<file path="src/rtl/ft232_pkg.sv">
// Shared types and constants for the FT232H transmit framer.
package ft232_pkg;

  typedef enum logic [2:0] {
    ST_IDLE,
    ST_HDR0,
    ST_HDR1,
    ST_CHAN,
    ST_CNT,
    ST_PAYLOAD,
    ST_CSUM,
    ST_TAIL
  } state_e;

  localparam logic [7:0] HDR0_DEF = 8'hAA;
  localparam logic [7:0] HDR1_DEF = 8'h55;
  localparam logic [7:0] TAIL_DEF = 8'h0D;

  // Header(2) + channel + count + checksum + tail framing the payload bytes.
  function automatic int frame_len(input int num_ch, input int sample_w);
    return 6 + num_ch * (sample_w / 8);
  endfunction

endpackage

</file>
<file path="src/rtl/ft232_byte_serializer.sv">
// Splits one SAMPLE_W word into bytes, MSB first, with load/next/empty handshake.
module ft232_byte_serializer
  import ft232_pkg::*;
#(
  parameter int SAMPLE_W = 24
) (
  input  logic                clk,
  input  logic                rst,
  input  logic                load,
  input  logic                next,
  input  logic [SAMPLE_W-1:0] word,
  output logic [7:0]          head,
  output logic                empty
);

  localparam int NB = SAMPLE_W / 8;
  localparam int CW = $clog2(NB + 1);

  logic [SAMPLE_W-1:0] sreg;
  logic [CW-1:0]       cnt;

  // While empty the incoming word's MSB is passed through, so a load also
  // emits the first byte and only the remaining NB-1 bytes are held.
  assign empty = (cnt == '0);
  assign head  = empty ? word[SAMPLE_W-1 -: 8] : sreg[SAMPLE_W-1 -: 8];

  always_ff @(posedge clk) begin
    if (rst) begin
      cnt <= '0;
    end else if (load) begin
      cnt <= CW'(NB - 1);
    end else if (next && !empty) begin
      cnt <= cnt - CW'(1);
    end
  end

  always_ff @(posedge clk) begin
    if (load) begin
      sreg <= word << 8;
    end else if (next) begin
      sreg <= sreg << 8;
    end
  end

endmodule

</file>
<file path="src/rtl/ft232_tx_framer.sv">
// Frames NUM_CH samples as HDR0 HDR1 CHAN CNT PAYLOAD CSUM TAIL and writes the
// stream to the FT232H 245-synchronous FIFO write port.
module ft232_tx_framer
  import ft232_pkg::*;
#(
  parameter int         NUM_CH   = 32,
  parameter int         SAMPLE_W = 24,
  parameter logic [7:0] HDR0     = HDR0_DEF,
  parameter logic [7:0] HDR1     = HDR1_DEF,
  parameter logic [7:0] TAIL     = TAIL_DEF
) (
  input  logic                ft232_clk,
  input  logic                clk_rst,
  input  logic                frame_req,
  input  logic [7:0]          channel_num,
  input  logic                s_valid,
  input  logic [SAMPLE_W-1:0] s_data,
  output logic                s_ready,
  input  logic                ft_txe_n,
  output logic                ft_wr_n,
  output logic [7:0]          ft_data,
  output logic                busy,
  output logic                frame_done,
  output logic                req_drop
);

  localparam logic [7:0] CNT_BYTE = 8'(NUM_CH);

  function automatic logic [7:0] csum_add(input logic [7:0] acc, input logic [7:0] b);
    return acc + b;
  endfunction

  state_e     state, state_n;
  logic [7:0] data_n, csum, csum_n, chan, chan_n, samp_left, left_n;
  logic       wr_n_n, busy_n, done_n, drop_n;
  logic       acc, fetch;
  logic       ser_load, ser_next, ser_empty;
  logic [7:0] ser_head;

  assign acc = !ft_wr_n && !ft_txe_n;

  ft232_byte_serializer #(.SAMPLE_W(SAMPLE_W)) u_ser (
    .clk   (ft232_clk),
    .rst   (clk_rst),
    .load  (ser_load),
    .next  (ser_next),
    .word  (s_data),
    .head  (ser_head),
    .empty (ser_empty)
  );

  always_comb begin
    state_n  = state;
    data_n   = ft_data;
    wr_n_n   = ft_wr_n;
    busy_n   = busy;
    done_n   = 1'b0;
    drop_n   = frame_req && (state != ST_IDLE);
    csum_n   = csum;
    chan_n   = chan;
    left_n   = samp_left;
    s_ready  = 1'b0;
    ser_load = 1'b0;
    ser_next = 1'b0;
    fetch    = 1'b0;
    case (state)
      ST_IDLE: begin
        if (frame_req) begin
          chan_n  = channel_num;
          busy_n  = 1'b1;
          data_n  = HDR0;
          wr_n_n  = 1'b0;
          csum_n  = 8'h00;
          left_n  = CNT_BYTE;
          state_n = ST_HDR0;
        end
      end
      ST_HDR0: if (acc) begin
        data_n  = HDR1;
        state_n = ST_HDR1;
      end
      ST_HDR1: if (acc) begin
        data_n  = chan;
        csum_n  = csum_add(csum, chan);
        state_n = ST_CHAN;
      end
      ST_CHAN: if (acc) begin
        data_n  = CNT_BYTE;
        csum_n  = csum_add(csum, CNT_BYTE);
        state_n = ST_CNT;
      end
      ST_CNT: if (acc) begin
        state_n = ST_PAYLOAD;
        fetch   = 1'b1;
      end
      ST_PAYLOAD: fetch = ft_wr_n || acc;
      ST_CSUM: if (acc) begin
        data_n  = TAIL;
        state_n = ST_TAIL;
      end
      ST_TAIL: if (acc) begin
        wr_n_n  = 1'b1;
        busy_n  = 1'b0;
        done_n  = 1'b1;
        state_n = ST_IDLE;
      end
      default: state_n = ST_IDLE;
    endcase

    // The output slot is free: present the next payload byte, stall, or move to the checksum.
    if (fetch && !clk_rst) begin
      if (!ser_empty) begin
        data_n   = ser_head;
        wr_n_n   = 1'b0;
        ser_next = 1'b1;
        csum_n   = csum_add(csum, ser_head);
      end else if (samp_left != 8'h00) begin
        if (s_valid) begin
          s_ready  = 1'b1;
          ser_load = 1'b1;
          data_n   = ser_head;
          wr_n_n   = 1'b0;
          csum_n   = csum_add(csum, ser_head);
          left_n   = samp_left - 8'h01;
        end else begin
          wr_n_n = 1'b1;
        end
      end else begin
        data_n  = csum;
        wr_n_n  = 1'b0;
        state_n = ST_CSUM;
      end
    end
  end

  always_ff @(posedge ft232_clk) begin
    if (clk_rst) begin
      state      <= ST_IDLE;
      ft_wr_n    <= 1'b1;
      ft_data    <= 8'h00;
      busy       <= 1'b0;
      frame_done <= 1'b0;
      req_drop   <= 1'b0;
      csum       <= 8'h00;
      chan       <= 8'h00;
      samp_left  <= 8'h00;
    end else begin
      state      <= state_n;
      ft_wr_n    <= wr_n_n;
      ft_data    <= data_n;
      busy       <= busy_n;
      frame_done <= done_n;
      req_drop   <= drop_n;
      csum       <= csum_n;
      chan       <= chan_n;
      samp_left  <= left_n;
    end
  end

endmodule

</file>
<file path="config.mk">
export PLATFORM = sky130hd
export DESIGN_NAME = ft232_tx_framer
export DESIGN_NICKNAME = d
export VERILOG_FILES = /design/src/rtl/ft232_pkg.sv /design/src/rtl/ft232_byte_serializer.sv /design/src/rtl/ft232_tx_framer.sv
export SDC_FILE = /design/constraint.sdc
export NUM_CORES = 1
export LEC_CHECK = 0
export ABC_CLOCK_PERIOD_IN_PS = 3400
export CAP_MARGIN = 20
export CORE_MARGIN = 1
export CORE_UTILIZATION = 30
export CTS_BUF_LIST = sky130_fd_sc_hd__clkbuf_4 sky130_fd_sc_hd__clkbuf_8 sky130_fd_sc_hd__clkbuf_16
export CTS_CLUSTER_DIAMETER = 40
export DETAILED_ROUTE_END_ITERATION = 8
export PLACE_DENSITY = 0.52
export SLEW_MARGIN = 15
export SYNTH_ARGS = -nofsm -noshare
export SYNTH_HDL_FRONTEND = slang
export SYNTH_SLANG_ARGS = --single-unit
</file>
<file path="constraint.sdc">
create_clock -name ft232_clk -period 3.4 [get_ports ft232_clk]
set_clock_uncertainty 0.1 [all_clocks]
set_input_delay 0.68 -clock ft232_clk [delete_from_list [all_inputs] [get_ports ft232_clk]]
set_output_delay 0.68 -clock ft232_clk [all_outputs]
set_load 0.02 [all_outputs]
</file>
==> impl_metrics.env, run 1 <==
export IMPL_critPathMostFrequentCell="clkdlybuf4s50_1"
export IMPL_antenna_found_initial=0
export IMPL_crit_chain="clkdlybuf4s50_1 > or2_1 > a211oi_4 > nand3_2 > inv_2 > clkdlybuf4s50_1"
export IMPL_period_minus_slack_ns=3.27
export IMPL_cts_buffers=9
export IMPL_fin_tns_setup_ns=0
export IMPL_r2r_end="csum[6]"
export IMPL_cts_setup_buffers=0
export IMPL_cp_arrival_ns=2.49
export IMPL_syn_to_final_growth_pct=27.2
export IMPL_critical_path_top_delay_family="buffers and inverters"
export IMPL_hold_violations=0
export IMPL_worstSetupPathDepth=6
export IMPL_die_area_sq_um=12700
export IMPL_cp_endpoint="s_ready"
export IMPL_io_pins=50
export IMPL_clk_pin_slew_ns=0.05
export IMPL_slew_headroom=0.651
export IMPL_die_w_um=113
export IMPL_slowest_stage="clkdlybuf4s50_1"
export IMPL_insertion_delay_ns=0.33
export IMPL_wl_um=10200
export IMPL_synth_largest_area_cell="dfxtp_1"
export IMPL_yosysSeqAreaShare=0.354
export IMPL_viasPerCell=5.16
export IMPL_powerDensity_nw_per_um2=415
export IMPL_drt_iter0_drc=197
export IMPL_end_kind="output port"
export IMPL_grtUsageTotal=0.169
export IMPL_async_flop_share=0
export IMPL_setup_viol=0
export IMPL_critical_path_class="in -> out"
export IMPL_hpwl_um=7470
export IMPL_diodes=0
export IMPL_cts_hold_buf=0
export IMPL_dr_pass1_iters=5
export IMPL_synth_edf_count=16
export IMPL_yosys_register_bits=57
export IMPL_start_util=0.307
export IMPL_synthTopCellsByArea="dfxtp_1, edfxtp_1, a21oi_1, nand2_1, ha_1"
export IMPL_syn_area_per_cell_sq_um=8.06
export IMPL_grt_setup_unrepaired="no"
export IMPL_start_kind="input port"
export IMPL_wire_per_inst_um=15.5
export IMPL_stdcell_area_sq_um=4670
export IMPL_antenna_left=0
export IMPL_syn_area_sq_um=3670
export IMPL_worst_ep_required_time_ns=2.62
export IMPL_cts_resized=0
export IMPL_htree_levels=3
export IMPL_max_freq_mhz=305
export IMPL_ys_types=61
export IMPL_globalplace_congestion=0.819
export IMPL_final_nets=563
export IMPL_r2r_slack_ns=0.45
export IMPL_fp_dieH_um=113
export IMPL_post_dp_cell_area_sq_um=4350
export IMPL_ys_flop_type="dfxtp_1"
export IMPL_fp_row_count=40
export IMPL_synth_net_count=513
export IMPL_gr_total_overflow=0
export IMPL_drive_gt1_frac=0.0978
export IMPL_yosys_warnings=0
export IMPL_vias=3398
export IMPL_core_sq_um=12000
export IMPL_numPortBuffers=49
export IMPL_regToRegStartpoint="u_ser.cnt[0]"
export IMPL_r2r_worst_path_cells=11
export IMPL_grt_pass1_vias=3302
export IMPL_worstPathMaxFanout=2
export IMPL_slowest_delay_ns=0.60
export IMPL_min_period_over_period=0.963
export IMPL_clock_root_buffer="clkbuf_16"
export IMPL_vdd_drop_max_mv=0.247
export IMPL_drc_errors=0
export IMPL_setup_worst_path_start="ft_txe_n"
export IMPL_critPathBufInv=3
export IMPL_netlist_area_leader_share=0.223
export IMPL_worst_pin_slew_ns=0.522
export IMPL_outcome="finished clean"
export IMPL_leakagePower_nw=1.76
export IMPL_synth_cells=456
export IMPL_cts_tree="yes"
export IMPL_clock_path_buffers=2
export IMPL_max_cap_viol_count=0
export IMPL_slew_viol_final=0
export IMPL_grt_first_pass_wirelength_um=16700
export IMPL_grt_max_degree=42
export IMPL_hold_class="reg -> reg"
export IMPL_clock_sinks=57
## layout make-up
class / instances / area [sq um]
clock buffers: 9 / 225
clock inverters: 7 / 95.1
fillers: 1199 / 7290
inverters: 12 / 45.0
multi-input cells: 359 / 2200
flip-flops and latches: 57 / 1300
well taps: 147 / 184
repair buffers: 67 / 626
## cells in the mapped netlist (3+ instances only)
cell type	count
o21a_1	3
o21ai_0	26
nand2b_1	10
a31oi_1	5
o21bai_1	4
mux2_2	7
mux2i_1	5
a21oi_1	52
and2_1	11
nand2_1	67
nor2_1	38
nor2b_1	4
o211ai_1	4
a311oi_1	5
xnor2_1	11
dfxtp_1	41
buf_2	8
o31ai_1	3
a21o_1	5
edfxtp_1	16
nand3_1	20
nor3b_1	4
a211oi_1	5
o22ai_1	5
xor2_1	3
ha_1	18
nor3_1	11
clkbuf_1	15
inv_1	10
## power breakdown
part | total [mW] | switching [mW] | internal (mW)
Combinational | 0.236 | 0.122 | 0.114
Sequential | 0.733 | 0.0200 | 0.713
Clock | 0.971 | 0.332 | 0.639
Total | 1.94 | 0.474 | 1.47
## state kept, by name, indices dropped and copies added (netlist names)
register    cells
csum            8
u_ser.cnt       2
ft_wr_n         1
busy            1
state           3
chan            8
ft_data         8
req_drop        1
samp_left       8
u_ser.sreg     16
frame_done      1
## logic make-up (layout without fill, tap and decap cells)
logic type / after synthesis / after routing / synth area share
AOI/OAI and AO/OA: 133 / 133 / 0.225
xor gates and xnor gates: 14 / 14 / 0.0334
adders and majority gates: 20 / 20 / 0.0722
buffers and inverters: 40 / 95 / 0.0480
DFF: 57 / 57 / 0.354
muxes: 12 / 12 / 0.0351
and+or+nand+nor: 180 / 180 / 0.233
## worst min-delay path by stage
stage | start | end | cells after the start
global placement | ft_data[4] | ft_data[4] | 2
detailed placement | ft_data[6] | ft_data[6] | 2
finish | ft_data[6] | ft_data[6] | 2
CTS | ft_data[6] | ft_data[6] | 2
floorplan | chan[5] | chan[5] | 2
global route | ft_data[6] | ft_data[6] | 2
## worst reg2reg max path: stages, from the launching register on
cell	delay (ns)
dfxtp_1	0.32
inv_1	0.06
ha_1	0.37
mux2_2	0.39
ha_1	0.23
fa_1	0.42
a21o_1	0.17
a21oi_1	0.24
o21bai_1	0.09
a21oi_1	0.18
xor2_1	0.09
a211oi_1	0.21
## routing by layer
layer	track usage	vias to the layer above	part of all wire	wire [um]
met3	0.0400	10	0.041	412
met2	0.285	84	0.47	4830
met5	0	-	0	0
met4	0.0524	0	0.013	133
li1	-	1723	-	-
met1	0.213	1581	0.47	4800
## stage by stage
stage | worst slack (ns) | power (mW) | cells | utilization | hold WS (ns)
after floorplan | 0.310 | 0.876 | 456 | - | 0.350
after global placement | 0.109 | 0.982 | 642 | 0.364 | 0.366
after detailed placement | 0.120 | 0.982 | 642 | 0.364 | 0.368
after CTS | 0.0985 | 1.97 | 658 | 0.391 | 0.375
after global routing | 0.00393 | 2.02 | 658 | 0.391 | 0.405
final | 0.126 | 1.94 | 658 | 0.391 | 0.364
## cell usage in the layout (no fill, tap or decap), types with 3 or more instances in the layout
| cell type | instances |
|---|---|
| mux2i_1 | 5 |
| o211ai_1 | 4 |
| nand2_1 | 67 |
| xor2_1 | 3 |
| nor3_1 | 11 |
| edfxtp_1 | 16 |
| clkinvlp_4 | 3 |
| nor3b_1 | 4 |
| xnor2_1 | 11 |
| nand3_1 | 20 |
| a21oi_1 | 52 |
| o22ai_1 | 5 |
| o21bai_1 | 4 |
| mux2_2 | 7 |
| o21a_1 | 3 |
| nor2_1 | 38 |
| a211oi_1 | 5 |
| dfxtp_1 | 41 |
| o21ai_0 | 26 |
| inv_1 | 10 |
| buf_4 | 18 |
| clkdlybuf4s50_1 | 49 |
| o31ai_1 | 3 |
| ha_1 | 18 |
| clkbuf_16 | 9 |
| a311oi_1 | 5 |
| and2_1 | 11 |
| nand2b_1 | 10 |
| a21o_1 | 5 |
| nor2b_1 | 4 |
| a31oi_1 | 5 |
Note: power is estimated with default switching activity, not from simulation.
==> run 2: changes to the inputs <==
--- a/config.mk
+++ b/config.mk
@@ -8,11 +8,12 @@
 export ABC_CLOCK_PERIOD_IN_PS = 3400
 export CAP_MARGIN = 20
 export CORE_MARGIN = 1
-export CORE_UTILIZATION = 30
+export CORE_UTILIZATION = 56
 export CTS_BUF_LIST = sky130_fd_sc_hd__clkbuf_4 sky130_fd_sc_hd__clkbuf_8 sky130_fd_sc_hd__clkbuf_16
 export CTS_CLUSTER_DIAMETER = 40
 export DETAILED_ROUTE_END_ITERATION = 8
-export PLACE_DENSITY = 0.52
+export GPL_ROUTABILITY_DRIVEN = 0
+export PLACE_DENSITY = 0.84
 export SLEW_MARGIN = 15
 export SYNTH_ARGS = -nofsm -noshare
 export SYNTH_HDL_FRONTEND = slang
==> run 2 against run 1 <==
Via count rose by 4.6%; combinational power barely moved; global-route usage rose by 11 points; wire length fell by 7.3%; cell area fell by 4.7%.
==> impl_metrics.env, run 2 (synthesized netlist as in run 1, its figures left out) <==
export IMPL_regToRegStartpoint="u_ser.cnt[0]"
export IMPL_drive_gt1_frac=0.0961
export IMPL_wl_met1_um=4100
export IMPL_hold_class="reg -> reg"
export IMPL_leakagePower_nw=1.73
export IMPL_fp_dieH_um=83.0
export IMPL_internal_power_mw=1.18
export IMPL_hpwl_um=6910
export IMPL_htree_levels=3
export IMPL_cp_arrival_ns=2.22
export IMPL_finalWorstSetupSlack_ns=0.396
export IMPL_drc_errors=0
export IMPL_largest_register_ffs=16
export IMPL_grt_max_degree=42
export IMPL_fin_tns_setup_ns=0
export IMPL_multi_input_area_sq_um=2200
export IMPL_core_sq_um=6350
export IMPL_hold_violations=0
export IMPL_final_nets=562
export IMPL_antenna_found_initial=0
export IMPL_start_util=0.579
export IMPL_clock_sinks=57
export IMPL_cts_tree="yes"
export IMPL_p_sw_mw=0.427
export IMPL_worst_ep_required_time_ns=2.62
export IMPL_slew_headroom=0.624
export IMPL_period_minus_slack_ns=3.00
export IMPL_dr_wl_met3_um=697
export IMPL_end_kind="output port"
export IMPL_cts_hold_buf=0
export IMPL_clk_pin_slew_ns=0.07
export IMPL_powerDensity_nw_per_um2=360
export IMPL_clock_path_buffers=2
export IMPL_cts_buffers=9
export IMPL_critical_path_class="in -> out"
export IMPL_drt_iter0_drc=308
export IMPL_syn_to_final_growth_pct=21.2
export IMPL_wl_um=9430
export IMPL_die_w_um=83.0
export IMPL_dr_wl_met2_um=4460
export IMPL_numPortBuffers=49
export IMPL_grt_first_pass_wirelength_um=15500
export IMPL_die_area_sq_um=6890
export IMPL_grt_setup_unrepaired="no"
export IMPL_min_period_over_period=0.884
export IMPL_worstPathMaxFanout=5
export IMPL_fp_row_count=29
export IMPL_vdd_drop_max_mv=0.268
export IMPL_power_frac_comb=0.148
export IMPL_outcome="finished clean"
export IMPL_seqPwrFrac=0.455
export IMPL_clock_root_buffer="clkbuf_8"
export IMPL_grtUsageTotal=0.281
export IMPL_max_cap_viol_count=0
export IMPL_dr_pass1_iters=5
export IMPL_regArea_sq_um=1300
export IMPL_io_pins=50
export IMPL_p_sw_frac=0.266
export IMPL_top_register="u_ser.sreg"
export IMPL_slew_viol_final=0
export IMPL_setup_viol=0
export IMPL_power_frac_clock=0.397
export IMPL_holdCritStartpoint="ft_data[4]"
export IMPL_max_freq_mhz=333
export IMPL_fillers=498
export IMPL_worst_pin_slew_ns=0.559
export IMPL_cts_resized=0
export IMPL_diodes=0
export IMPL_start_kind="input port"
export IMPL_pre_cts_ws_ns=0.0684
export IMPL_antenna_left=0
export IMPL_top_layer_used="met4"
export IMPL_mostFrequentLayoutCells="nand2_1, a21oi_1, clkdlybuf4s50_1"
export IMPL_wire_per_inst_um=16.1
export IMPL_vias=3553
export IMPL_layout_cells_most_common="nand2_1"
export IMPL_cts_setup_buffers=0
export IMPL_grt_pass1_vias=3257
export IMPL_gr_total_overflow=0
export IMPL_power_mw=1.60
export IMPL_setup_worst_path_start="ft_txe_n"
export IMPL_viasPerCell=6.05
export IMPL_insertion_delay_ns=0.35
## run 2: routing by layer
| layer | track usage | up-vias |
|---|---|---|
| li1 | - | 1727 |
| met1 | 0.363 | 1645 |
| met2 | 0.456 | 160 |
| met3 | 0.0686 | 21 |
| met4 | 0.103 | 0 |
| met5 | 0 | - |
## run 2: final timing paths
check	endpoint	slack [ns]	cells past startpoint
hold / removal	ft_data[4]	0.37	2
setup / recovery	s_ready	0.40	6
hold reg to reg	ft_data[4]	0.37	2
setup reg to reg	csum[6]	0.49	11
## run 2: stage by stage
stage,cells,util,hold slack [ns],area [sq um]
after global placement,571,0.671,0.360,4260
after global routing,587,0.702,0.392,4460
after detailed placement,571,0.671,0.367,4260
after CTS,587,0.701,0.376,4450
final,587,0.702,0.374,4460
after floorplan,456,-,0.350,3670
## run 2: critical path, cell delays in order
cell             delay [ns]
clkdlybuf4s50_1        0.50
or2_1                  0.30
a211oi_4               0.31
nand3_2                0.14
inv_2                  0.07
dlymetal6s2s_1         0.21
## run 2: layout make-up
type,instances,area share
timing repair buffer,66,0.139
multi-input combinational,359,0.493
sequential,57,0.292
clock inverter,6,0.0129
tap,77,0.0216
clock buffer,10,0.0309
inverter,12,0.0101
## run 2: power groups by stage
stage	combinational [mW]	sequential (mW)	clock [mW]
2_1_floorplan	0.128	0.748	0
3_3_place_gp	0.228	0.744	0
3_5_place_dp	0.232	0.745	0
4_1_cts	0.234	0.730	0.644
5_1_grt	0.259	0.732	0.674
6_report	0.237	0.730	0.637
==> run 3: changes to the inputs <==
--- a/config.mk
+++ b/config.mk
@@ -8,13 +8,14 @@
 export ABC_CLOCK_PERIOD_IN_PS = 3400
 export CAP_MARGIN = 20
 export CORE_MARGIN = 1
-export CORE_UTILIZATION = 56
-export CTS_BUF_LIST = sky130_fd_sc_hd__clkbuf_4 sky130_fd_sc_hd__clkbuf_8 sky130_fd_sc_hd__clkbuf_16
+export CORE_UTILIZATION = 57
+export CTS_BUF_LIST = sky130_fd_sc_hd__clkbuf_4 sky130_fd_sc_hd__clkbuf_8
 export CTS_CLUSTER_DIAMETER = 40
 export DETAILED_ROUTE_END_ITERATION = 8
 export GPL_ROUTABILITY_DRIVEN = 0
-export PLACE_DENSITY = 0.84
+export PLACE_DENSITY = 0.86
 export SLEW_MARGIN = 15
 export SYNTH_ARGS = -nofsm -noshare
 export SYNTH_HDL_FRONTEND = slang
+export SYNTH_HIERARCHICAL = 1
 export SYNTH_SLANG_ARGS = --single-unit
==> run 3 against run 2 <==
Via count fell by 3.9%; clock power fell by 1%; sequential power rose by 0.7%; area after synthesis fell by 2.7%; power rose by 0.13%; sequential share of layout area rose by 0.76 points; utilization rose by 2.3 points; critical endpoint unchanged.
==> impl_metrics.env, run 3 <==
export IMPL_antenna_left=0
export IMPL_htree_levels=3
export IMPL_syn_to_final_growth_pct=21.4
export IMPL_clock_path_buffers=2
export IMPL_cts_setup_buffers=0
export IMPL_ys_types=55
export IMPL_wl_um=9230
export IMPL_drive_gt1_frac=0.115
export IMPL_synthTopCellsByArea="dfxtp_1, edfxtp_1, ha_1, mux2_2, a21oi_1"
export IMPL_worst_ep_required_time_ns=2.62
export IMPL_slew_headroom=0.258
export IMPL_fp_dieH_um=81.2
export IMPL_post_dp_cell_area_sq_um=4160
export IMPL_synth_net_count=468
export IMPL_numPortBuffers=49
export IMPL_critical_path_class="in -> out"
export IMPL_netlist_area_leader_share=0.229
export IMPL_synth_largest_area_cell="dfxtp_1"
export IMPL_io_pins=50
export IMPL_regArea_sq_um=1300
export IMPL_grt_setup_unrepaired="no"
export IMPL_synth_cells=411
export IMPL_setup_worst_path_start="ft_txe_n"
export IMPL_vias=3415
export IMPL_layout_cells_most_common="clkdlybuf4s50_1"
export IMPL_slowest_delay_ns=0.47
export IMPL_final_nets=522
export IMPL_yosys_warnings=6
export IMPL_antenna_found_initial=0
export IMPL_hold_violations=0
export IMPL_syn_area_per_cell_sq_um=8.70
export IMPL_grt_max_degree=42
export IMPL_die_area_sq_um=6600
export IMPL_start_util=0.597
export IMPL_hpwl_um=6480
export IMPL_regToRegStartpoint="u_ser/cnt[0]"
export IMPL_max_freq_mhz=317
export IMPL_multi_input_area_sq_um=2120
export IMPL_ys_flop_type="dfxtp_1"
export IMPL_start_kind="input port"
export IMPL_grt_pass1_vias=3214
export IMPL_fillers=460
export IMPL_final_cells=545
export IMPL_cts_tree="yes"
export IMPL_period_minus_slack_ns=3.16
export IMPL_async_flop_share=0
export IMPL_synth_cells_most_frequent="nor2_1, dfxtp_1, nand2_1"
export IMPL_grt_first_pass_wirelength_um=15200
export IMPL_end_kind="output port"
export IMPL_grtUsageTotal=0.304
export IMPL_leakagePower_nw=1.68
export IMPL_mostFrequentLayoutCells="clkdlybuf4s50_1, nor2_1, dfxtp_1"
export IMPL_clock_sinks=57
export IMPL_place_inst=529
export IMPL_drt_iter0_drc=360
export IMPL_r2r_slack_ns=0.43
export IMPL_powerDensity_nw_per_um2=370
export IMPL_power_mw=1.61
export IMPL_top_register="u_ser/sreg"
export IMPL_slew_viol_final=0
export IMPL_clock_root_buffer="clkbuf_8"
export IMPL_grt_met1_usage=0.377
export IMPL_globalRouteMet2Util=0.515
export IMPL_gr_usage_met3=0.0404
export IMPL_slowest_stage="clkdlybuf4s50_1"
export IMPL_largest_register_ffs=16
export IMPL_max_cap_viol_count=0
export IMPL_fp_row_count=28
export IMPL_setup_viol=0
export IMPL_synth_most_common_cell="nor2_1"
export IMPL_stdcell_area_sq_um=4340
export IMPL_worst_pin_slew_ns=1.10
export IMPL_gr_total_overflow=0
export IMPL_clk_pin_slew_ns=0.07
export IMPL_crit_chain="clkdlybuf4s50_1 > or2_1 > a2111oi_4 > nand4_2 > clkinv_2 > dlygate4sd2_1"
export IMPL_cts_buffers=9
export IMPL_worstPathMaxFanout=4
export IMPL_cp_arrival_ns=2.38
export IMPL_yosysSeqAreaShare=0.364
export IMPL_viasPerCell=6.27
export IMPL_core_sq_um=5990
export IMPL_die_w_um=81.2
export IMPL_hold_class="reg -> reg"
export IMPL_min_period_over_period=0.929
export IMPL_drc_errors=0
export IMPL_outcome="finished clean"
export IMPL_syn_area_sq_um=3580
export IMPL_holdCritStartpoint="ft_data[4]"
export IMPL_dr_pass1_iters=6
export IMPL_yosys_register_bits=57
export IMPL_insertion_delay_ns=0.34
export IMPL_wire_per_inst_um=16.9
export IMPL_diodes=0
export IMPL_synth_edf_count=16
export IMPL_vdd_drop_max_mv=0.288
export IMPL_top_usage_layer="met2"
run 3: changes by cell type in the layout (fill, tap and decap cells not counted), moves of 6 or more:
cell / previous run / this run
nor3_1: 11 / 19
nand2_1: 67 / 36
mux2_2: 7 / 17
nand3_1: 20 / 5
nor2_1: 38 / 44
a21oi_1: 52 / 34
a211oi_1: 5 / 13
a22oi_1: 0 / 8
run 3: area by class of cell:
type,instances,area share
clock buffer,11,0.0320
clock inverter,5,0.0109
inverter,13,0.0115
multi-input combinational,321,0.487
sequential,57,0.300
tap,75,0.0216
timing repair buffer,63,0.137
run 3: final timing paths:
check	to	cells past startpoint
max	s_ready	6
min	ft_data[4]	2
max reg2reg	csum[7]	10
min reg2reg	ft_data[4]	2
run 3: metrics by stage:
step / TNS, ns / worst slack (ns) / utilization / hold slack, ns
after global placement: -0.00206 / -0.00206 / 0.694 / 0.346
after detailed placement: -0.0125 / -0.0125 / 0.694 / 0.357
final: 0 / 0.241 / 0.725 / 0.363
after floorplan: 0 / 0.771 / - / 0.350
after CTS: 0 / 0.241 / 0.725 / 0.367
after global routing: 0 / 0.172 / 0.725 / 0.424
run 3: power breakdown:
part	switching (mW)	internal, mW	leakage [nW]
Sequential	0.0207	0.714	0.480
Combinational	0.126	0.118	1.10
Clock	0.281	0.347	0.0990
run 3: per-layer routing:
metal	up-vias	part of all wire
met1	1587	0.41
met5	-	0
met2	174	0.48
li1	1616	-
met3	38	0.064
met4	0	0.041
run 3: worst max-delay path: cells and delay by family:
family,cells,cell delay [ns]
buf+inv,3,0.88
simple gates,2,0.47
compound gates,1,0.36
run 3: kinds of logic (layout without fill, tap and decap cells):
group / after synthesis / after routing / synth area share
simple gates: 150 / 150 / 0.206
compound gates: 120 / 120 / 0.222
flops: 57 / 57 / 0.364
buf+inv: 33 / 92 / 0.0444
fa+ha+maj: 20 / 20 / 0.0742
mux: 20 / 20 / 0.0619
xor+xnor: 11 / 11 / 0.0269
run 3: what timing repair did:
| item | 4_1_cts | 5_1_grt |
|---|---|---|
| endpoints found under the setup margin | 1 | 0 |
| hold buffers | 0 | 0 |
| resized for setup | 1 | 0 |
